==> config.mk <==
export PLATFORM = sky130hd
export DESIGN_NAME = multicycle_control_flat
export DESIGN_NICKNAME = d
export VERILOG_FILES = /design/src/rtl/multicycle_control_if.sv /design/src/rtl/multicycle_control.sv /design/src/flat_wrapper.sv
export SDC_FILE = /design/constraint.sdc
export NUM_CORES = 1
export LEC_CHECK = 0
export ABC_AREA = 1
export CAP_MARGIN = 20
export CORE_AREA = 2 2 66 68
export CTS_BUF_LIST = sky130_fd_sc_hd__clkbuf_16
export DETAILED_ROUTE_END_ITERATION = 10
export DIE_AREA = 0 0 68 70
export DONT_BUFFER_PORTS = 1
export PLACE_DENSITY = 0.61
export SYNTH_ARGS = -nofsm -noshare
export SYNTH_HDL_FRONTEND = slang
export SYNTH_SLANG_ARGS = --single-unit
==> constraint.sdc <==
create_clock -name clk -period 2.2 [get_ports clk]
set_input_delay 0.22 -clock clk [delete_from_list [all_inputs] [get_ports clk]]
set_output_delay 0.22 -clock clk [all_outputs]
set_load 0.01 [all_outputs]
==> src/rtl/multicycle_control_if.sv <==
// Control bundle between the multicycle controller and the shared datapath.
// The controller is the master: it takes the decoded IR fields and Zero, and drives every datapath strobe.
interface multicycle_control_if;
  logic [5:0] Opcode;
  logic [5:0] Funct;
  logic       Zero;
  logic       PCEn;
  logic       PCWrite;
  logic       PCWriteCond;
  logic [1:0] PCSource;
  logic       IorD;
  logic       MemRead;
  logic       MemWrite;
  logic       IRWrite;
  logic       RegWrite;
  logic       RegDst;
  logic       MemtoReg;
  logic       ALUSrcA;
  logic [1:0] ALUSrcB;
  logic       ExtSel;
  logic [3:0] ALUOperation;
  logic       Illegal;
  logic [3:0] State;

  modport master (
    input  Opcode, Funct, Zero,
    output PCEn, PCWrite, PCWriteCond, PCSource, IorD, MemRead, MemWrite,
           IRWrite, RegWrite, RegDst, MemtoReg, ALUSrcA, ALUSrcB, ExtSel,
           ALUOperation, Illegal, State
  );

  modport slave (
    output Opcode, Funct, Zero,
    input  PCEn, PCWrite, PCWriteCond, PCSource, IorD, MemRead, MemWrite,
           IRWrite, RegWrite, RegDst, MemtoReg, ALUSrcA, ALUSrcB, ExtSel,
           ALUOperation, Illegal, State
  );
endinterface

==> src/rtl/multicycle_control.sv <==
// Moore FSM sequencing the multicycle MIPS datapath; 2-5 cycles per instruction, no backpressure.
// Strobes are registered from the next state so they change cleanly on the clock edge.
module multicycle_control #(
  parameter int COUNT_WIDTH = 16
) (
  input  logic                   clk,
  input  logic                   reset,
  multicycle_control_if.master   bus,
  output logic [COUNT_WIDTH-1:0] InstrCount
);

  typedef enum logic [3:0] {
    S_FETCH     = 4'd0,
    S_DECODE    = 4'd1,
    S_MEM_ADDR  = 4'd2,
    S_MEM_READ  = 4'd3,
    S_MEM_WB    = 4'd4,
    S_MEM_WRITE = 4'd5,
    S_R_EXEC    = 4'd6,
    S_R_WB      = 4'd7,
    S_BRANCH    = 4'd8,
    S_JUMP      = 4'd9,
    S_JR        = 4'd10,
    S_I_EXEC    = 4'd11,
    S_I_WB      = 4'd12
  } state_t;

  typedef struct packed {
    logic       PCWrite;
    logic       PCWriteCond;
    logic [1:0] PCSource;
    logic       IorD;
    logic       MemRead;
    logic       MemWrite;
    logic       IRWrite;
    logic       RegWrite;
    logic       RegDst;
    logic       MemtoReg;
    logic       ALUSrcA;
    logic [1:0] ALUSrcB;
    logic       ExtSel;
    logic [3:0] ALUOperation;
  } ctl_t;

  localparam logic [3:0] ALU_AND = 4'd0;
  localparam logic [3:0] ALU_OR  = 4'd1;
  localparam logic [3:0] ALU_NOR = 4'd2;
  localparam logic [3:0] ALU_ADD = 4'd3;
  localparam logic [3:0] ALU_SUB = 4'd4;
  localparam logic [3:0] ALU_LUI = 4'd5;
  localparam logic [3:0] ALU_SLL = 4'd6;
  localparam logic [3:0] ALU_SRL = 4'd7;
  localparam logic [3:0] ALU_BEQ = 4'd8;
  localparam logic [3:0] ALU_BNE = 4'd9;

  localparam logic [5:0] OP_RTYPE = 6'h00;
  localparam logic [5:0] OP_J     = 6'h02;
  localparam logic [5:0] OP_BEQ   = 6'h04;
  localparam logic [5:0] OP_BNE   = 6'h05;
  localparam logic [5:0] OP_ADDI  = 6'h08;
  localparam logic [5:0] OP_ANDI  = 6'h0C;
  localparam logic [5:0] OP_ORI   = 6'h0D;
  localparam logic [5:0] OP_LUI   = 6'h0F;
  localparam logic [5:0] OP_LW    = 6'h23;
  localparam logic [5:0] OP_SW    = 6'h2B;

  localparam logic [5:0] FN_SLL = 6'h00;
  localparam logic [5:0] FN_SRL = 6'h02;
  localparam logic [5:0] FN_JR  = 6'h08;
  localparam logic [5:0] FN_ADD = 6'h20;
  localparam logic [5:0] FN_SUB = 6'h22;
  localparam logic [5:0] FN_AND = 6'h24;
  localparam logic [5:0] FN_OR  = 6'h25;
  localparam logic [5:0] FN_NOR = 6'h27;

  // Opcode/Funct are sampled on the edge entering a state, so they only need to be stable from DECODE on.
  function automatic ctl_t f_ctl(input state_t s, input logic [5:0] opc, input logic [5:0] fn);
    ctl_t c;
    c = '0;
    case (s)
      S_FETCH: begin
        c.MemRead      = 1'b1;
        c.IRWrite      = 1'b1;
        c.ALUSrcB      = 2'b01;
        c.ALUOperation = ALU_ADD;
        c.PCWrite      = 1'b1;
      end
      S_DECODE: begin
        c.ALUSrcB      = 2'b11;
        c.ALUOperation = ALU_ADD;
      end
      S_MEM_ADDR: begin
        c.ALUSrcA      = 1'b1;
        c.ALUSrcB      = 2'b10;
        c.ALUOperation = ALU_ADD;
      end
      S_MEM_READ: begin
        c.MemRead = 1'b1;
        c.IorD    = 1'b1;
      end
      S_MEM_WB: begin
        c.RegWrite = 1'b1;
        c.MemtoReg = 1'b1;
      end
      S_MEM_WRITE: begin
        c.MemWrite = 1'b1;
        c.IorD     = 1'b1;
      end
      S_R_EXEC: begin
        c.ALUSrcA = 1'b1;
        case (fn)
          FN_SLL:  c.ALUOperation = ALU_SLL;
          FN_SRL:  c.ALUOperation = ALU_SRL;
          FN_SUB:  c.ALUOperation = ALU_SUB;
          FN_AND:  c.ALUOperation = ALU_AND;
          FN_OR:   c.ALUOperation = ALU_OR;
          FN_NOR:  c.ALUOperation = ALU_NOR;
          default: c.ALUOperation = ALU_ADD;
        endcase
      end
      S_R_WB: begin
        c.RegWrite = 1'b1;
        c.RegDst   = 1'b1;
      end
      S_BRANCH: begin
        c.ALUSrcA      = 1'b1;
        c.ALUOperation = (opc == OP_BNE) ? ALU_BNE : ALU_BEQ;
        c.PCWriteCond  = 1'b1;
        c.PCSource     = 2'b01;
      end
      S_JUMP: begin
        c.PCWrite  = 1'b1;
        c.PCSource = 2'b10;
      end
      S_JR: begin
        c.PCWrite  = 1'b1;
        c.PCSource = 2'b11;
      end
      S_I_EXEC: begin
        c.ALUSrcA = 1'b1;
        c.ALUSrcB = 2'b10;
        c.ExtSel  = (opc != OP_ADDI);
        case (opc)
          OP_ANDI: c.ALUOperation = ALU_AND;
          OP_ORI:  c.ALUOperation = ALU_OR;
          OP_LUI:  c.ALUOperation = ALU_LUI;
          default: c.ALUOperation = ALU_ADD;
        endcase
      end
      S_I_WB: begin
        c.RegWrite = 1'b1;
      end
      default: c = '0;
    endcase
    return c;
  endfunction

  state_t                 r_state;
  ctl_t                   r_ctl;
  logic [COUNT_WIDTH-1:0] r_count;
  state_t                 w_dec_target;
  state_t                 w_next;
  logic                   w_legal;

  always_comb begin
    w_dec_target = S_FETCH;
    case (bus.Opcode)
      OP_LW, OP_SW:                     w_dec_target = S_MEM_ADDR;
      OP_BEQ, OP_BNE:                   w_dec_target = S_BRANCH;
      OP_J:                             w_dec_target = S_JUMP;
      OP_ADDI, OP_ANDI, OP_ORI, OP_LUI: w_dec_target = S_I_EXEC;
      OP_RTYPE: begin
        case (bus.Funct)
          FN_JR:                                                 w_dec_target = S_JR;
          FN_SLL, FN_SRL, FN_ADD, FN_SUB, FN_AND, FN_OR, FN_NOR: w_dec_target = S_R_EXEC;
          default:                                               w_dec_target = S_FETCH;
        endcase
      end
      default: w_dec_target = S_FETCH;
    endcase
  end

  // Every supported instruction leaves DECODE for a non-FETCH state.
  assign w_legal = (w_dec_target != S_FETCH);

  always_comb begin
    w_next = S_FETCH;
    case (r_state)
      S_FETCH:    w_next = S_DECODE;
      S_DECODE:   w_next = w_dec_target;
      S_MEM_ADDR: w_next = (bus.Opcode == OP_SW) ? S_MEM_WRITE : S_MEM_READ;
      S_MEM_READ: w_next = S_MEM_WB;
      S_R_EXEC:   w_next = S_R_WB;
      S_I_EXEC:   w_next = S_I_WB;
      default:    w_next = S_FETCH;
    endcase
  end

  always_ff @(posedge clk or negedge reset) begin
    if (!reset) begin
      r_state <= S_FETCH;
      r_ctl   <= f_ctl(S_FETCH, 6'h00, 6'h00);
      r_count <= '0;
    end else begin
      r_state <= w_next;
      r_ctl   <= f_ctl(w_next, bus.Opcode, bus.Funct);
      if (r_state == S_FETCH) begin
        r_count <= r_count + COUNT_WIDTH'(1);
      end
    end
  end

  assign bus.PCWrite      = r_ctl.PCWrite;
  assign bus.PCWriteCond  = r_ctl.PCWriteCond;
  assign bus.PCSource     = r_ctl.PCSource;
  assign bus.IorD         = r_ctl.IorD;
  assign bus.MemRead      = r_ctl.MemRead;
  assign bus.MemWrite     = r_ctl.MemWrite;
  assign bus.IRWrite      = r_ctl.IRWrite;
  assign bus.RegWrite     = r_ctl.RegWrite;
  assign bus.RegDst       = r_ctl.RegDst;
  assign bus.MemtoReg     = r_ctl.MemtoReg;
  assign bus.ALUSrcA      = r_ctl.ALUSrcA;
  assign bus.ALUSrcB      = r_ctl.ALUSrcB;
  assign bus.ExtSel       = r_ctl.ExtSel;
  assign bus.ALUOperation = r_ctl.ALUOperation;
  // A Zero glitch outside BRANCH is harmless because PCWriteCond is low there.
  assign bus.PCEn         = r_ctl.PCWrite | (r_ctl.PCWriteCond & bus.Zero);
  assign bus.Illegal      = (r_state == S_DECODE) && !w_legal;
  assign bus.State        = r_state;
  assign InstrCount       = r_count;

endmodule

==> src/flat_wrapper.sv <==
// flat-port wrapper written by rule: the top's interface ports become plain ports
module multicycle_control_flat 
#(
  parameter int COUNT_WIDTH = 16
)
  (clk, reset, InstrCount, bus_Opcode, bus_Funct, bus_Zero, bus_PCEn, bus_PCWrite, bus_PCWriteCond, bus_PCSource, bus_IorD, bus_MemRead, bus_MemWrite, bus_IRWrite, bus_RegWrite, bus_RegDst, bus_MemtoReg, bus_ALUSrcA, bus_ALUSrcB, bus_ExtSel, bus_ALUOperation, bus_Illegal, bus_State);
  multicycle_control_if bus_i ();
  input  logic clk;
  input  logic reset;
  output logic [COUNT_WIDTH-1:0] InstrCount;
  input wire logic [$bits(bus_i.Opcode)-1:0] bus_Opcode;
  input wire logic [$bits(bus_i.Funct)-1:0] bus_Funct;
  input wire logic [$bits(bus_i.Zero)-1:0] bus_Zero;
  output wire logic [$bits(bus_i.PCEn)-1:0] bus_PCEn;
  output wire logic [$bits(bus_i.PCWrite)-1:0] bus_PCWrite;
  output wire logic [$bits(bus_i.PCWriteCond)-1:0] bus_PCWriteCond;
  output wire logic [$bits(bus_i.PCSource)-1:0] bus_PCSource;
  output wire logic [$bits(bus_i.IorD)-1:0] bus_IorD;
  output wire logic [$bits(bus_i.MemRead)-1:0] bus_MemRead;
  output wire logic [$bits(bus_i.MemWrite)-1:0] bus_MemWrite;
  output wire logic [$bits(bus_i.IRWrite)-1:0] bus_IRWrite;
  output wire logic [$bits(bus_i.RegWrite)-1:0] bus_RegWrite;
  output wire logic [$bits(bus_i.RegDst)-1:0] bus_RegDst;
  output wire logic [$bits(bus_i.MemtoReg)-1:0] bus_MemtoReg;
  output wire logic [$bits(bus_i.ALUSrcA)-1:0] bus_ALUSrcA;
  output wire logic [$bits(bus_i.ALUSrcB)-1:0] bus_ALUSrcB;
  output wire logic [$bits(bus_i.ExtSel)-1:0] bus_ExtSel;
  output wire logic [$bits(bus_i.ALUOperation)-1:0] bus_ALUOperation;
  output wire logic [$bits(bus_i.Illegal)-1:0] bus_Illegal;
  output wire logic [$bits(bus_i.State)-1:0] bus_State;
  assign bus_i.Opcode = bus_Opcode;
  assign bus_i.Funct = bus_Funct;
  assign bus_i.Zero = bus_Zero;
  assign bus_PCEn = bus_i.PCEn;
  assign bus_PCWrite = bus_i.PCWrite;
  assign bus_PCWriteCond = bus_i.PCWriteCond;
  assign bus_PCSource = bus_i.PCSource;
  assign bus_IorD = bus_i.IorD;
  assign bus_MemRead = bus_i.MemRead;
  assign bus_MemWrite = bus_i.MemWrite;
  assign bus_IRWrite = bus_i.IRWrite;
  assign bus_RegWrite = bus_i.RegWrite;
  assign bus_RegDst = bus_i.RegDst;
  assign bus_MemtoReg = bus_i.MemtoReg;
  assign bus_ALUSrcA = bus_i.ALUSrcA;
  assign bus_ALUSrcB = bus_i.ALUSrcB;
  assign bus_ExtSel = bus_i.ExtSel;
  assign bus_ALUOperation = bus_i.ALUOperation;
  assign bus_Illegal = bus_i.Illegal;
  assign bus_State = bus_i.State;
  multicycle_control #(.COUNT_WIDTH(COUNT_WIDTH)) u_core (.clk(clk), .reset(reset), .bus(bus_i), .InstrCount(InstrCount));
endmodule
==> results of run 1 <==
registers in the layout (all words and copies together), names as in the netlist, 2 cells and up:
signal                   flops
u_core.InstrCount           16
u_core.bus.ALUOperation      4
u_core.bus.ALUSrcB           2
u_core.bus.PCSource          2
u_core.bus.State             4
placed cells by master (no fill, tap or decap), drive strengths merged, types with 4 or more instances in the layout:
cell type  count
xnor2          8
nor2          35
dfrtp         33
clkbuf         5
inv           38
xor2           7
nand4          8
nand3         28
nor3           4
nand2         44
dfstp          6
through the flow:
| step | instance area, µm² | instances | hold WS, ns | utilization [%] |
|---|---|---|---|---|
| final | 2196 | 284 | 0.07036 | 52.99 |
| after global routing | 2196 | 284 | 0.06285 | 52.99 |
| after CTS | 2196 | 284 | 0.06114 | 52.99 |
| after detailed placement | 2028 | 274 | -0.07466 | 48.94 |
| after global placement | 2028 | 274 | -0.07453 | 48.94 |
| after floorplan | 1963 | 222 | -0.07559 | - |
repair_timing:
| item | 4_1_cts | 5_1_grt |
|---|---|---|
| setup buffers | 0 | 0 |
| hold endpoints to repair | 39 | 0 |
| gates resized for setup | 0 | 0 |
| hold buffers | 2 | 0 |
path summary, 6_finish.rpt:
check | start | end | slack, ns | cells past startpoint
max reg2reg | u_core.bus.State[2] | u_core.InstrCount[14] | 0.42 | 9
max | u_core.bus.State[2] | bus_Illegal | 0.41 | 3
min in group asynchronous | reset | u_core.InstrCount[3] | 0.40 | 2
min reg2reg | u_core.InstrCount[15] | u_core.InstrCount[15] | 0.53 | 1
max in group asynchronous | reset | u_core.bus.ALUOperation[1] | 1.54 | 2
min | bus_Opcode[3] | u_core.bus.ExtSel | 0.07 | 2
where the power goes:
| part | leakage, nW | switching, mW | internal (mW) | total, mW |
|---|---|---|---|---|
| clock | 0.0762 | 0.266 | 0.409 | 0.675 |
| combinational | 0.531 | 0.357 | 0.188 | 0.544 |
| sequential | 0.508 | 0.214 | 0.915 | 1.13 |
| total | 1.11 | 0.837 | 1.51 | 2.35 |
routing by layer:
layer	vias up	GRT usage [%]	routed length (µm)
li1	726	-	-
met1	656	21.32	1571
met2	46	28.37	1837
met3	8	6.119	264
met4	0	7.556	89
met5	-	0	0
logic make-up (layout without fill, tap and decap cells):
family          Yosys count  after routing
compound gates            8              8
simple gates            123            123
flops                    39             39
buf+inv                  36             46
xor+xnor                 15             15
fa+ha+maj                 1              1
critical path: stages, from the launching register on:
cell and delay (ns):
dfrtp_1 0.50, nor2_4 0.18, nand2_1 0.09, nor4_1 0.51
layout make-up:
cell class	instances	share of cell area, %
sequential	39	44.79
multi-input combinational	147	38.46
inverter	36	6.154
clock buffer	5	5.698
tap	52	2.963
timing repair buffer	2	1.368
clock inverter	3	0.5698
==> qor.csv, run 1 <==
metric,value,unit
outcome,finished clean,
synth_cell_type_count,29,
irDropWorstVdd,0.0004087,V
final_period_minus_worst_setup_slack,1.786,ns
maxCapViolations,0,
drc,0,
globalRouteTotalUtil,17.76,%
synth_compound_gate_area_share,2.868,%
maxClockFrequency,559.9,MHz
die-height,70,µm
drtIter0Drc,53,
insertedDiodeCount,0,
dp_slack,0.4096,ns
sequential_cell_area,983.4,µm²
timing.final.max_slew_violations,0,
post-route-worst-setup-slack,0.4139,ns
first_global_vias,1451,
syn-cell-area,1963,µm²
fin_nets,247,
cells_taking_the_most_area_after_synthesis,"dfrtp_1, dfstp_2, nand2_1",
post_synth_fa_ha_maj_area_fraction,0.6373,%
worst_pin_slew,0.5386,ns
final.period_utilization,81.18,%
rsz0062_at_grt,false,
clkLatencyLatePin,0.28,ns
area_added_between_synthesis_and_finish,11.85,%
synth.largest_area_cell,dfrtp_1,
cts_max_level,2,
num-fill-cells,387,
route.detailed.vias_per_inst,5.056,
worst_setup_path_end_kind,primary output,
finalSetupViolCount,0,
rows,24,
synth_top_cells_by_count,"nand2_1, inv_1, dfrtp_1, nor2_1, nand3_1",
yosys.area_share.simple,32.82,%
ys_async_sr_fraction,100.0,%
library_cell_with_the_highest_instance_count_after_synthesis,nand2_1,
floorplan.die.width,68,µm
gp_congestion,0.7858,
ys.flop_type,dfrtp_1,
ys.warnings.count,0,
yosys_top_cell_area_share,42.07,%
syn_nets,238,
timing.hold.worst.class,input port to flip-flop,
cts_root_buffer,clkbuf_16,
grt_pass1_wl,6.327,mm
cts_tree,done,
drt_pass1_iterations,4,
totalWireLength,3.762,mm
die_area,4760,µm²
hold_viol_final,0,
critPathRequiredTime,1.98,ns
num_cts_buffers,5,
vias,1436,
synth_area_per_cell,8.843,µm²
yosysSeqAreaShare,50.10,%
setup_total_negative_slack,0,ns
io_pins,56,
cp.arrival,1.57,ns
clk_pin_slew_worst_paths,0.06,ns
synth_enable_flop_cells,0,
leakage,1.115,nW
avgRoutedWirePerCell,13.25,µm
synth_cells,222,
synth_top_family_by_area,simple AND/OR/NAND/NOR gates,
initial_antenna_violation_count,0,
total_power,2.348,mW
grt_overflow,0,
relSlewSlack,63.76,%
timing.critical_path.from_type,flip-flop,
ys_seq_elements,39,
ctsLongestPathBuffers,2,
port_buffer_cells,0,
critPathKind,flip-flop to primary output,
initial_utilization,47.37,%
muxShareOfSynthArea,0,%
multi_input_area,844.6,µm²
yosys.area_share.xor_xnor,6.692,%
worst_clock_skew,0.003048,ns
standard_cell_core_area,4144,µm²
final_ant_viol_nets,0,
layout-drive-gt1-share,15.95,%
grt_start_max_net_pins,40,
pwr_density_cell,1069,nW/µm²
critical_path.max_fanout,6,
clock-sinks,39,
dpl.hpwl,2.882,mm
No activity file was read; power rests on OpenSTA's default activity.
==> inputs of run 2 (changes only) <==
--- a/config.mk
+++ b/config.mk
@@ -12,7 +12,7 @@
 export DETAILED_ROUTE_END_ITERATION = 10
 export DIE_AREA = 0 0 68 70
 export DONT_BUFFER_PORTS = 1
-export PLACE_DENSITY = 0.61
+export PLACE_DENSITY = 0.63
 export SYNTH_ARGS = -nofsm -noshare
 export SYNTH_HDL_FRONTEND = slang
 export SYNTH_SLANG_ARGS = --single-unit
==> constraint.sdc (replaced) <==
create_clock -name clk -period 1.5 [get_ports clk]
set_input_delay 0.15 -clock clk [delete_from_list [all_inputs] [get_ports clk]]
set_output_delay 0.15 -clock clk [all_outputs]
set_load 0.01 [all_outputs]
==> qor.csv, run 2 (synthesized netlist as in run 1, its figures left out) <==
metric,value,unit,change
outcome,"complete, but fails checks",,was finished clean
violations,negative setup slack,,
met2_usage,33.33,%,was 28.37%
busiest_layer,met2,,unchanged
largest_register_ffs,16,,unchanged
layout.cell_area.non_filler,2691,µm²,was 2196 µm²
timing.rr.start,u_core.bus.State[2],,unchanged
grt_pass1_wl,7.038,mm,was 6.327 mm
hold_viol_final,0,,unchanged
final.period_utilization,108.8,%,
insertedDiodeCount,0,,unchanged
clkLatencyLatePin,0.27,ns,was 0.28 ns
grt_overflow,0,,unchanged
port_buffer_cells,0,,unchanged
cts_max_level,2,,unchanged
switchingPower,1.488,mW,was 0.8371 mW
seq_power_share,36.0,%,was 48.1%
initial_utilization,47.37,%,unchanged
maxCapViolations,0,,unchanged
finalSetupViolCount,8,,was 0
final_ant_viol_nets,0,,unchanged
relSlewSlack,75.40,%,was 63.76%
mostFrequentLayoutCells,"buf_4, inv_1, nand2_1, dfrtp_1, nor2_1",,"was inv_1, nand2_1, dfrtp_1, nor2_1, nand3_1"
first_global_vias,1611,,"was 1,451"
critPathRequiredTime,1.35,ns,was 1.98 ns
sw_frac_of_total,34.93,%,was 35.65%
final_common_cell,buf_4,,was inv_1
initial_antenna_violation_count,0,,unchanged
intPower,2.773,mW,was 1.511 mW
gp_congestion,0.8263,,was 0.7858
placed_cell_area,2286,µm²,was 2028 µm²
cts_root_buffer,clkbuf_16,,unchanged
cp.arrival,1.48,ns,was 1.57 ns
final_period_minus_worst_setup_slack,1.633,ns,
vias,1606,,"was 1,436"
fin_util,64.95,%,was 52.99%
route.detailed.vias_per_inst,4.911,,was 5.056
clk_pin_slew_worst_paths,0.06,ns,about the same
fin_nets,290,,was 247
area_added_between_synthesis_and_finish,37.09,%,was 11.85%
io_pins,56,,unchanged
critical_path.max_fanout,3,,was 6
globalRouteMet1Util,23.51,%,was 21.32%
leakage,1.366,nW,was 1.115 nW
timing.final.max_slew_violations,0,,unchanged
floorplan.die.width,68,µm,unchanged
standard_cell_core_area,4144,µm²,unchanged
drt_pass1_iterations,4,,unchanged
critPathKind,flip-flop to primary output,,unchanged
totalWireLength,4.501,mm,was 3.762 mm
irDropWorstVdd,0.0007368,V,was 0.0004087 V
globalRouteTotalUtil,19.74,%,was 17.76%
maxClockFrequency,612.5,MHz,
global_routing_usage_on_met3,5.153,%,was 6.119%
ctsLongestPathBuffers,2,,unchanged
pwr-share-comb,40.8,%,was 23.2%
drc,0,,unchanged
timing.hold.worst.class,input port to flip-flop,,unchanged
holdCritStartpoint,bus_Opcode[3],,unchanged
worst_setup_path_end_kind,primary output,,unchanged
power_frac_clock,23.2,%,was 28.8%
clock-sinks,39,,unchanged
non_filler_instance_count_after_layout,327,,was 284
cts_tree,done,,unchanged
avgRoutedWirePerCell,13.76,µm,was 13.25 µm
num_cts_buffers,5,,unchanged
rsz0062_at_grt,true,,was false
die-height,70,µm,unchanged
grt_start_max_net_pins,40,,unchanged
die_area,4760,µm²,unchanged
drtIter0Drc,74,,was 53
layout-drive-gt1-share,38.18,%,was 15.95%
worst_pin_slew,0.3656,ns,was 0.5386 ns
dpl.hpwl,3.206,mm,was 2.882 mm
rows,24,,unchanged
pwr_density_cell,1583,nW/µm²,was 1069 nW/µm²
dp_cell_count,308,,was 274
startpoint_of_the_most_critical_setup_path,u_core.bus.State[2],,unchanged
post-route-worst-setup-slack,-0.1327,ns,was 0.4139 ns
timing.critical_path.from_type,flip-flop,,unchanged
worst_clock_skew,0.002372,ns,was 0.003048 ns
==> run 2: changes by cell type in the layout (fill, tap and decap cells not counted), moves of 2 or more <==
cell | before | now
nand2_2 | 5 | 10
dfrtp_1 | 33 | 31
nor3_1 | 2 | 0
inv_1 | 38 | 33
nand3_4 | 1 | 4
nor2_1 | 27 | 23
nand3_1 | 24 | 21
nand2_1 | 37 | 31
nor2_4 | 4 | 8
buf_4 | 0 | 37
inv_2 | 0 | 5
dfrtp_2 | 0 | 2
buf_6 | 0 | 5
==> run 2: power groups by stage <==
stage / Sequential (mW) / Clock (mW) / Combinational [mW]
floorplan: 1.62 / 0 / 0.655
global placement: 1.55 / 0 / 1.30
detailed placement: 1.55 / 0 / 1.32
CTS: 1.53 / 1.01 / 1.40
global route: 1.56 / 1.08 / 1.89
finish: 1.53 / 0.989 / 1.74
==> run 2: timing repair <==
item | CTS | global route
setup buffers | 2 | 8
endpoints found under the hold margin | 39 | 0
gates resized for setup | 5 | 35
pin swaps | 4 | 6
hold buffers | 2 | 0
setup endpoints to repair | 8 | 21
==> run 2: critical path, cell delays in order (launching register included) <==
cell     delay, ns
dfrtp_2       0.43
nor2_4        0.16
nand2_2       0.10
buf_6         0.13
nor4_4        0.24
buf_4         0.16
==> run 2: layer usage <==
metal  vias up  share of wire (%)
li1        808                  -
met1       752                 41
met2        41                 52
met3         5                6.1
met4         0                1.6
met5         -                  0
==> run 2: cell type report <==
cell class / instances / area, µm²
multi-input combinational: 147 / 983.4
fill: 330 / 1453
clock buffer: 5 / 125.1
timing repair buffer: 45 / 384.1
sequential: 39 / 985.9
inverter: 36 / 135.1
clock inverter: 3 / 12.51
tap: 52 / 65.06
==> run 2: worst paths after layout <==
path | cells past startpoint | endpoint | slack [ns]
min in group asynchronous | 2 | u_core.InstrCount[7] | 0.35
max in group asynchronous | 2 | u_core.bus.ALUOperation[1] | 0.90
hold reg to reg | 1 | u_core.InstrCount[15] | 0.52
setup reg to reg | 9 | u_core.InstrCount[12] | -0.10
setup / recovery | 5 | bus_Illegal | -0.13
hold / removal | 2 | u_core.bus.ExtSel | 0.03
==> run 2: per-stage QoR <==
step                setup WS, ns  hold WS (ns)  setup TNS, ns  power (mW)
floorplan               -0.08431       -0.1456       -0.08431       2.272
global placement        -0.01609       -0.1445       -0.01609       2.847
detailed placement      -0.06704       -0.1446        -0.1228       2.873
CTS                      -0.1228      0.004083        -0.2397       3.949
global route             -0.2137       0.01933         -1.600       4.536
finish                   -0.1327       0.02985        -0.5743       4.261
